<file path="src/rtl/acc_pkg.sv">
// Shared encodings for the accumulator memory: bus ops, processor phases, FSM states.
package acc_pkg;

  localparam int unsigned DATA_W_DEFAULT = 32;

  localparam logic [1:0] OpNop   = 2'b00;
  localparam logic [1:0] OpFetch = 2'b01;
  localparam logic [1:0] OpSend  = 2'b10;

  localparam logic [1:0] PhaseA    = 2'd0;
  localparam logic [1:0] PhaseB    = 2'd1;
  localparam logic [1:0] PhaseSend = 2'd2;

  typedef enum logic [2:0] {
    StLoad,
    StArb,
    StWaitOp,
    StResp,
    StDone
  } mem_state_e;

endpackage

</file>
<file path="src/rtl/rr_arbiter.sv">
// Round-robin picker: first eligible index strictly after the pointer, as one-hot and index.
module rr_arbiter #(
  parameter int unsigned N_PROC = 4,
  parameter int unsigned IdxW   = (N_PROC > 1) ? $clog2(N_PROC) : 1
) (
  input  logic [N_PROC-1:0] eligible_i,
  input  logic [IdxW-1:0]   pointer_i,
  output logic [N_PROC-1:0] grant_o,
  output logic [IdxW-1:0]   grant_idx_o
);

  logic            found;
  logic [IdxW-1:0] sel;

  always_comb begin
    grant_o     = '0;
    grant_idx_o = '0;
    found       = 1'b0;
    sel         = '0;
    for (int unsigned i = 1; i <= N_PROC; i++) begin
      sel = IdxW'((32'(pointer_i) + i) % N_PROC);
      if (!found && eligible_i[sel]) begin
        found        = 1'b1;
        grant_o[sel] = 1'b1;
        grant_idx_o  = sel;
      end
    end
  end

endmodule

</file>
<file path="src/rtl/accumulator_memory.sv">
// Operand stack and bus master for the accumulator array.
// Define ACC_MEM_STATS_EN to build the saturating SEND counter behind op_count.
module accumulator_memory
  import acc_pkg::*;
#(
  parameter int unsigned N_PROC = 4,
  parameter int unsigned DATA_W = DATA_W_DEFAULT,
  parameter int unsigned DEPTH  = 64
) (
  input  logic              clk,
  input  logic              reset,
  input  logic              load_valid,
  input  logic [DATA_W-1:0] load_data,
  output logic              load_ready,
  input  logic              start,
  input  logic [N_PROC-1:0] req,
  output logic [N_PROC-1:0] grant,
  input  logic [1:0]        op,
  input  logic [DATA_W-1:0] write,
  output logic [DATA_W-1:0] read,
  output logic              signal,
  output logic              done,
  output logic [DATA_W-1:0] sum,
  output logic [15:0]       op_count
);

  localparam int unsigned CntW  = $clog2(DEPTH + 1);
  localparam int unsigned AddrW = (DEPTH > 1) ? $clog2(DEPTH) : 1;
  localparam int unsigned IdxW  = (N_PROC > 1) ? $clog2(N_PROC) : 1;
  localparam logic [CntW:0] FreeMin = 2;

  mem_state_e        state_q, state_d;
  logic [CntW-1:0]   count_q, count_d, reserved_q, reserved_d;
  logic [1:0]        phase_q [N_PROC];
  logic [1:0]        phase_d [N_PROC];
  logic [N_PROC-1:0] grant_q, grant_d;
  logic [IdxW-1:0]   last_q, last_d;
  logic [DATA_W-1:0] read_q, read_d, sum_q, sum_d;
  logic              signal_q, signal_d, done_q, done_d;

  logic [DATA_W-1:0] stack [DEPTH];
  logic              push_en;
  logic [DATA_W-1:0] push_data;
  logic              send_done;

  logic [N_PROC-1:0] eligible, arb_grant;
  logic [IdxW-1:0]   arb_idx;
  logic              all_idle;
  logic [CntW:0]     free_cnt;

  assign load_ready = (state_q == StLoad) && (count_q < CntW'(DEPTH));
  // Operands neither popped nor promised to a processor already holding an A.
  assign free_cnt   = {1'b0, count_q} - {1'b0, reserved_q};

  always_comb begin
    eligible = '0;
    all_idle = 1'b1;
    for (int unsigned i = 0; i < N_PROC; i++) begin
      eligible[i] = req[i] && ((phase_q[i] != PhaseA) || (free_cnt >= FreeMin));
      if (phase_q[i] != PhaseA) all_idle = 1'b0;
    end
  end

  rr_arbiter #(
    .N_PROC(N_PROC),
    .IdxW  (IdxW)
  ) u_arb (
    .eligible_i (eligible),
    .pointer_i  (last_q),
    .grant_o    (arb_grant),
    .grant_idx_o(arb_idx)
  );

  always_comb begin
    state_d    = state_q;
    count_d    = count_q;
    reserved_d = reserved_q;
    phase_d    = phase_q;
    grant_d    = grant_q;
    last_d     = last_q;
    read_d     = read_q;
    sum_d      = sum_q;
    signal_d   = 1'b0;
    done_d     = done_q;
    push_en    = 1'b0;
    push_data  = '0;
    send_done  = 1'b0;

    case (state_q)
      StLoad: begin
        if (load_valid && load_ready) begin
          push_en   = 1'b1;
          push_data = load_data;
          count_d   = count_q + CntW'(1);
        end
        if (start) state_d = (count_d < CntW'(2)) ? StDone : StArb;
      end
      StArb: begin
        if (count_q == CntW'(1) && reserved_q == '0 && all_idle) begin
          state_d = StDone;
        end else if (|arb_grant) begin
          grant_d = arb_grant;
          last_d  = arb_idx;
          if (phase_q[arb_idx] == PhaseA) reserved_d = reserved_q + CntW'(2);
          state_d = StWaitOp;
        end
      end
      StWaitOp: begin
        // Ops that do not match the granted processor's phase are dropped.
        case (op)
          OpFetch: begin
            if (phase_q[last_q] != PhaseSend) begin
              read_d           = stack[AddrW'(count_q - CntW'(1))];
              count_d          = count_q - CntW'(1);
              reserved_d       = reserved_q - CntW'(1);
              phase_d[last_q]  = phase_q[last_q] + 2'd1;
              signal_d         = 1'b1;
              state_d          = StResp;
            end
          end
          OpSend: begin
            if (phase_q[last_q] == PhaseSend) begin
              push_en          = 1'b1;
              push_data        = write;
              count_d          = count_q + CntW'(1);
              phase_d[last_q]  = PhaseA;
              signal_d         = 1'b1;
              send_done        = 1'b1;
              state_d          = StResp;
            end
          end
          default: ;
        endcase
      end
      StResp: begin
        grant_d = '0;
        state_d = StArb;
      end
      StDone: begin
        grant_d = '0;
        done_d  = 1'b1;
        sum_d   = (count_q == '0) ? '0 : stack[0];
      end
      default: state_d = StLoad;
    endcase
  end

  always_ff @(posedge clk or posedge reset) begin
    if (reset) begin
      state_q    <= StLoad;
      count_q    <= '0;
      reserved_q <= '0;
      phase_q    <= '{default: '0};
      grant_q    <= '0;
      last_q     <= IdxW'(N_PROC - 1);
      read_q     <= '0;
      sum_q      <= '0;
      signal_q   <= 1'b0;
      done_q     <= 1'b0;
    end else begin
      state_q    <= state_d;
      count_q    <= count_d;
      reserved_q <= reserved_d;
      phase_q    <= phase_d;
      grant_q    <= grant_d;
      last_q     <= last_d;
      read_q     <= read_d;
      sum_q      <= sum_d;
      signal_q   <= signal_d;
      done_q     <= done_d;
    end
  end

  // Contents need no reset: count_q alone decides what is live.
  always_ff @(posedge clk) begin
    if (push_en) stack[AddrW'(count_q)] <= push_data;
  end

  assign grant  = grant_q;
  assign read   = read_q;
  assign signal = signal_q;
  assign done   = done_q;
  assign sum    = sum_q;

`ifdef ACC_MEM_STATS_EN
  logic [15:0] op_count_q;

  always_ff @(posedge clk or posedge reset) begin
    if (reset) begin
      op_count_q <= '0;
    end else if (send_done && op_count_q != 16'hFFFF) begin
      op_count_q <= op_count_q + 16'd1;
    end
  end

  assign op_count = op_count_q;
`else
  logic unused_send_done;
  assign unused_send_done = send_done;
  assign op_count         = '0;
`endif

endmodule

</file>
<file path="config.mk">
export PLATFORM = sky130hd
export DESIGN_NAME = accumulator_memory
export DESIGN_NICKNAME = d
export VERILOG_FILES = /design/src/rtl/acc_pkg.sv /design/src/rtl/rr_arbiter.sv /design/src/rtl/accumulator_memory.sv
export SDC_FILE = /design/constraint.sdc
export NUM_CORES = 2
export LEC_CHECK = 0
export ABC_AREA = 1
export CORE_MARGIN = 2
export CORE_UTILIZATION = 45
export DETAILED_ROUTE_END_ITERATION = 6
export GPL_ROUTABILITY_DRIVEN = 1
export HOLD_SLACK_MARGIN = 0.06
export PLACE_DENSITY = 0.62
export REMOVE_ABC_BUFFERS = 1
export SETUP_SLACK_MARGIN = 0.15
export SYNTH_ARGS = -nofsm -noshare
export SYNTH_HDL_FRONTEND = slang
export SYNTH_SLANG_ARGS = --single-unit
</file>
<file path="constraint.sdc">
create_clock -name clk -period 4.04 [get_ports clk]
set_input_delay 1.212 -clock clk [delete_from_list [all_inputs] [get_ports clk]]
set_output_delay 1.212 -clock clk [all_outputs]
set_load 0.1 [all_outputs]
</file>
After elaboration in Yosys (flattened, before gate mapping):

Memory sizes are Yosys's and may differ from the RTL's. A register that Yosys moved wholly into a read port is not among the register bits.
Cells that the tools add are included.

* register bits: 65
* memory bits (writable): 2048
* logic and storage cells: 191
* memories: 1

Memories
* stack: depth 64, bits a word 32, read ports 2, clocked after Yosys merged registers in 1, write ports 1, RTL line accumulator_memory.sv:41 `logic [DATA_W-1:0] stack [DEPTH];`

* $add $sub $neg: 10
* magnitude comparators: 14
* eq/ne operators: 21
* multiplexer cells: 80
* bitwise operators: 9
* reductions and logical operators: 44

Operators with widths (number)
* 2-to-1 mux 32 bit: 4
* one-hot mux 32 bit (2 select lines): 1
* 2-to-1 mux 7 bit: 9
* one-hot mux 7 bit (2 select lines): 3
* 2-to-1 mux 4 bit: 6
* 2-to-1 mux 1 bit: 22
* 2-to-1 mux 2 bit: 9
* 2-to-1 mux 3 bit: 6
* logical AND 1 bit: 16
* 2-to-1 mux 8 bit: 2
* inequality test 2 bit (second input constant): 8
* one-hot mux 8 bit (2 select lines): 1
* nonzero test 2 bit: 8
* one-hot mux 3 bit (5 select lines): 1
* zero test 7 bit: 2
* subtractor 7 x 1 -> 7 bit (second input constant): 2
* < comparator 2 x 3 -> 1 bit (second input constant): 4
* OR 4 bit: 3
* AND reduction 6 bit: 2
* inequality test 3 bit (second input constant): 3
* AND reduction 3 bit: 3
* bitwise AND 8 bit: 1
* binary-select mux 1 bit (select 2 bit): 4
* binary-select mux 2 bit (select 2 bit): 2
* 35 further kinds: 56

Logic depth before layout (Yosys ltp):

* depth in word-level cells: 25
* mapped depth: 32
* mapped depth without buffers: 27

Cells and area by module:

From an unflattened synthesis, not the netlist that was laid out.

* cell total of the unflattened synthesis: 7415
* area, all modules: 87410.1 µm²

Modules (own cells, without submodules)
* accumulator_memory: times used 1, cells each 7330, area an instance 86874.6 µm², sequential area each 63928.8 µm²
* rr_arbiter: times used 1, cells each 85, area an instance 535.5 µm², sequential area each 0.0 µm²

Worst setup path after synthesis:

Ideal clock, no wire load.

* kind: reg-to-reg
* start: reg state_q[0]
* end: mem stack[10][0] (netlist bit) (enable)
* arrival: 4.358 ns
* setup slack: -0.739 ns
* stages on the path, launching flop included: 13
* path buffers: 1
* period minus slack after synthesis: 4.779 ns
* cell sequence: dfrtp_1 nor2_1 inv_1 nor2_1 inv_1 nor2_1 nand2_1 clkbuf_1 nand2_1 inv_1 nor2_1 nand3_1 nor2_1

* word-level cells in the longest chain between the ends: 7
* elaborated cells between the ends (all ways): 8
* classes of those cells: eq/ne: 1; mux: 4; reduce/logical: 3

Ends and longest elaborated chain
* start, declared: RTL line accumulator_memory.sv:32 `mem_state_e state_q, state_d;`
* start signal, assigned: RTL line accumulator_memory.sv:150 `state_q <= StLoad;`
* start signal, assigned: RTL line accumulator_memory.sv:161 `state_q <= state_d;`
* zero test 3 bit: RTL line accumulator_memory.sv:51 `assign load_ready = (state_q == StLoad) && (count_q < CntW'(DEPTH));`
* logical AND 1 bit: RTL line accumulator_memory.sv:51
* via load_ready: RTL line accumulator_memory.sv:14 `output logic load_ready,`
* logical AND 1 bit: RTL line accumulator_memory.sv:91 `if (load_valid && load_ready) begin`
* 2-to-1 mux 1 bit: RTL line accumulator_memory.sv:91
* one-hot mux 1 bit (2 select lines): RTL line accumulator_memory.sv:89 `case (state_q)`
* 2-to-1 mux 1 bit: RTL line accumulator_memory.sv:176 `if (push_en) stack[AddrW'(count_q)] <= push_data;`
* 2-to-1 mux 1 bit (not written as such): RTL line accumulator_memory.sv:176
* end, declared: RTL line accumulator_memory.sv:41

The timed path passes the listed nets, and every way through them passes these cells.

Final worst setup path:

* start: reg count_q[0]
* end: reg read_q[15], in the netlist read[15], read port of stack

* word-level cells in the longest chain between the ends: 1

Ends and longest elaborated chain
* start, declared: RTL line accumulator_memory.sv:33 `logic [CntW-1:0] count_q, count_d, reserved_q, reserved_d;`
* start signal, assigned: RTL line accumulator_memory.sv:162 `count_q <= count_d;`
* subtractor 7 x 1 -> 7 bit
* end, declared: RTL line accumulator_memory.sv:38 `logic [DATA_W-1:0] read_q, read_d, sum_q, sum_d;`

Every way passes these cells.
A chain may end at the register's enable or synchronous reset.

==> metrics.md <==
| Metric | Value |
|---|---|
| Status | complete, no violations |
| Reg-to-reg startpoint | count_q[0]$_DFFE_PP0P_ |
| Most used DFF post-synth | edfxtp_1 |
| Pint | 48,700 uW |
| ANT nets after route | 0 |
| Nets | 7,109 |
| Synthesized instance count | 6,758 |
| DR vias/cell | 5.99 |
| Layer with the highest usage | met2 |
| Hold_sp | sum[19]$_DFFE_PP0N_ |
| Routed wire length per instance | 27.0 um |
| Max cap viols | 0 |
| Crit-path max FO | 87 |
| Initial antenna violation count | 19 |
| Reg2reg setup slack | 0.26 ns |
| 1st-iter DRT viols | 7,893 |
| Ports | 161 |
| Hold path depth | 2 |
| Slew Viols, Final | 0 |
| Final Setup Violations | 0 |
| Pwr/cell area | 883 nW/um^2 |
| RSZ-0062 raised after global routing | true |
| DP Area | 93,200 sq um |
| Largest net degree at the start of global routing | 224 |
| Overflow after GRT | 0 |
| Mean Syn Cell Area | 12.7 sq um |
| CTS tree | yes |
| M3 GR Usage | 5.35% |
| GP Congestion | 0.924 |
| Root Buffer | clkbuf_16 |
| CTS Buf Count | 212 |
| Final setup TNS | 0 ns |
| Layout cells sized above 1 | 12.3% |
| CTS clk-pin slew, worst paths | 0.06 ns |
| WS Path Type | reg2reg |
| CTS Hold Bufs | 0 |
| Worst-margin pin slew | 1.19 ns |
| Setup Skew | 0.0258 ns |
| 1st-pass router iterations | 5 |
| Sequential cell fraction of total power | 29.4% |
| Top cells by area, synth | edfxtp_1 (72%), o21ai_0 (7.8%), nor2_1 (6.4%) |
| FP Rows | 160 |
| Sequential element share of the synthesized area | 74.6% |
| DR DRC count | 0 |
| Die area | 194,000 sq um |
| Sw power | 39,600 uW |
| Post-synth EDFFs | 2,048 |
| CP Data Required Time | 4.79 ns |
| CTS Buffer Depth | 3 |
| Crit path launch type | flop |
| Slew HR | 21.0% |
| FF+latch count, synth | 2,145 |
| Leading cell type in the layout, fill and taps excluded | edfxtp_1 |
| CP Data Arrival Time | 4.53 ns |
| Fin crit period | 3.78 ns |
| Tcrit/Tclk final | 93.5% |
| Clk sinks | 2,145 |
| Fmax | 0.265 GHz |
| Die H | 441 um |
| Post-route cell area | 100,000 sq um |
| GRT Util Overall | 26.7% |
| Met2 Usage GRT | 39.7% |
| Finished Layout Cells | 9,701 |
| Cell accounting for the most synthesized area | edfxtp_1 |
| Starting density of the core | 45.2% |
| Library cells used by synthesis | 45 |
| Hold Vio Cnt, Final | 0 |
| Asr flop ratio synth | 4.52% |
| RR Endpoint | read[15]$_DFFE_PP0P_ |
| DR vias | 58,100 |
| Number of global-route vias before repair | 54,000 |
| Peak supply drop | 885 uV |
| # H-tree levels | 4 |
| Worst min-delay path endpoint | sum[19]$_DFFE_PP0N_ |
| Die width | 441 um |
| Hold Crit Class | reg2reg |
| Commonest cells after routing, fill and taps aside | edfxtp_1 (2,048), nor2_1 (1,391), o21ai_0 (1,333) |
| Cell leakage power | 0.0323 uW |
| Hold WS | 0.481 ns |
| Placed Cells | 9,304 |
| Detailed placement HPWL | 160 mm |
| Core outline area | 190,000 sq um |
| Met1 usage | 38.0% |
| Endpoint class of the critical path | flop |
| Worst skew pair latency | 0.86 ns |
| Switching portion of total power | 44.9% |
| Final setup margin | 0.261 ns |
| Yosys warning total | 0 |
| Synthesized cell area | 85,700 sq um |
| IO buf count | 144 |
| Cells on worst reg2reg path | 12 |
| Setup slack at placement | 0.251 ns |
| Share of the synthesized area in the top cell type | 71.7% |
| First-pass GRT wire length | 379 mm |
| Drt total wl | 262 mm |
| Area Overhead vs Synth | 16.7% |
| Combinational Power Share | 48.5% |
| Clock Power Share | 22.1% |
## worst max-delay path, stage by stage, from the launching register on
cell	delay (ns)
dfrtp_4	0.47
inv_8	0.07
ha_1	0.24
xnor2_2	0.68
inv_8	0.41
o21ai_0	0.54
o22ai_1	0.15
buf_4	0.18
o21ai_0	0.48
buf_4	0.23
o22ai_1	0.06
nand2_1	0.06
nand2_1	0.05
## synth_stat cells, drive strengths merged (5+ instances only)
cell type	n
clkbuf	452
o21ai	1369
nand4	10
a32o	32
nand3	102
edfxtp	2048
ha	26
nor2	1464
buf	44
a21oi	18
dfrtp	95
nand2	308
inv	64
clkinv	6
mux2	7
xor2	10
o22ai	673
xnor2	5
## state kept, by name (all words and copies together) (netlist names)
signal      flops
sum            32
last_q          2
reserved_q      7
stack        2048
phase_q         8
grant           4
read           32
signal          1
state_q         3
count_q         7
done            1
## routing by layer
layer / wire length [um] / up-vias
met3: 27300 / 445
li1: - / 25600
met1: 106000 / 29000
met4: 12700 / 12
met5: 80 / -
met2: 116000 / 3093
## repair_timing
| action | 4_1_cts | 5_1_grt |
|---|---|---|
| resized for setup | 0 | 11 |
| hold endpoints to repair | 0 | 0 |
| setup buffers | 0 | 1 |
| endpoints found under the setup margin | 0 | 21 |
## worst max-delay path by stage
| stage | from | end |
|---|---|---|
| final | count_q[0]$_DFFE_PP0P_ | read[15]$_DFFE_PP0P_ |
| after global routing | count_q[0]$_DFFE_PP0P_ | reserved_q[5]$_DFFE_PP0P_ |
| after CTS | count_q[0]$_DFFE_PP0P_ | read[27]$_DFFE_PP0P_ |
| after detailed placement | load_valid | state_q[2]$_DFFE_PP0P_ |
| after global placement | count_q[0]$_DFFE_PP0P_ | read[27]$_DFFE_PP0P_ |
| after floorplan | count_q[0]$_DFFE_PP0P_ | read[14]$_DFFE_PP0P_ |
## layout make-up
type                    instances  area, sq um
diodes                          4         10.0
clock buffers                 282         5750
clock inverters               110         1070
fillers                     15700        89700
inverters                      70          290
multi-input cells            4062        20300
flip-flops and latches       2145        63900
well taps                    2511         3140
repair buffers                517         5610
## kinds of logic (layout without fill, tap and decap cells)
kind of cell	count (synthesis)	in the layout	synth area share (%)
other	1	20	0.00437
AND/OR/NAND/NOR	1894	1894	8.75
flip-flops	2145	2145	74.6
adder cells (fa/ha/maj)	27	27	0.403
XOR/XNOR	15	15	0.153
multiplexers	7	7	0.0919
AO/OA/AOI/OAI	2103	2103	13.5
buffers and inverters	566	979	2.56
## per-stage QoR
step	power [uW]	util, %
2_1_floorplan	39600	-
3_3_place_gp	68100	49.1
3_5_place_dp	68400	49.1
4_1_cts	87800	52.7
5_1_grt	92100	52.7
6_report	88300	52.7
## power groups by stage
stage               Clock, uW  Sequential, uW  Combinational (uW)
floorplan                   0           28700               10900
global placement            0           26400               41700
detailed placement          0           26400               41900
CTS                     19700           26000               42100
global route            20500           26000               45500
finish                  19500           26000               42900
(Power assumes the default switching activity.)
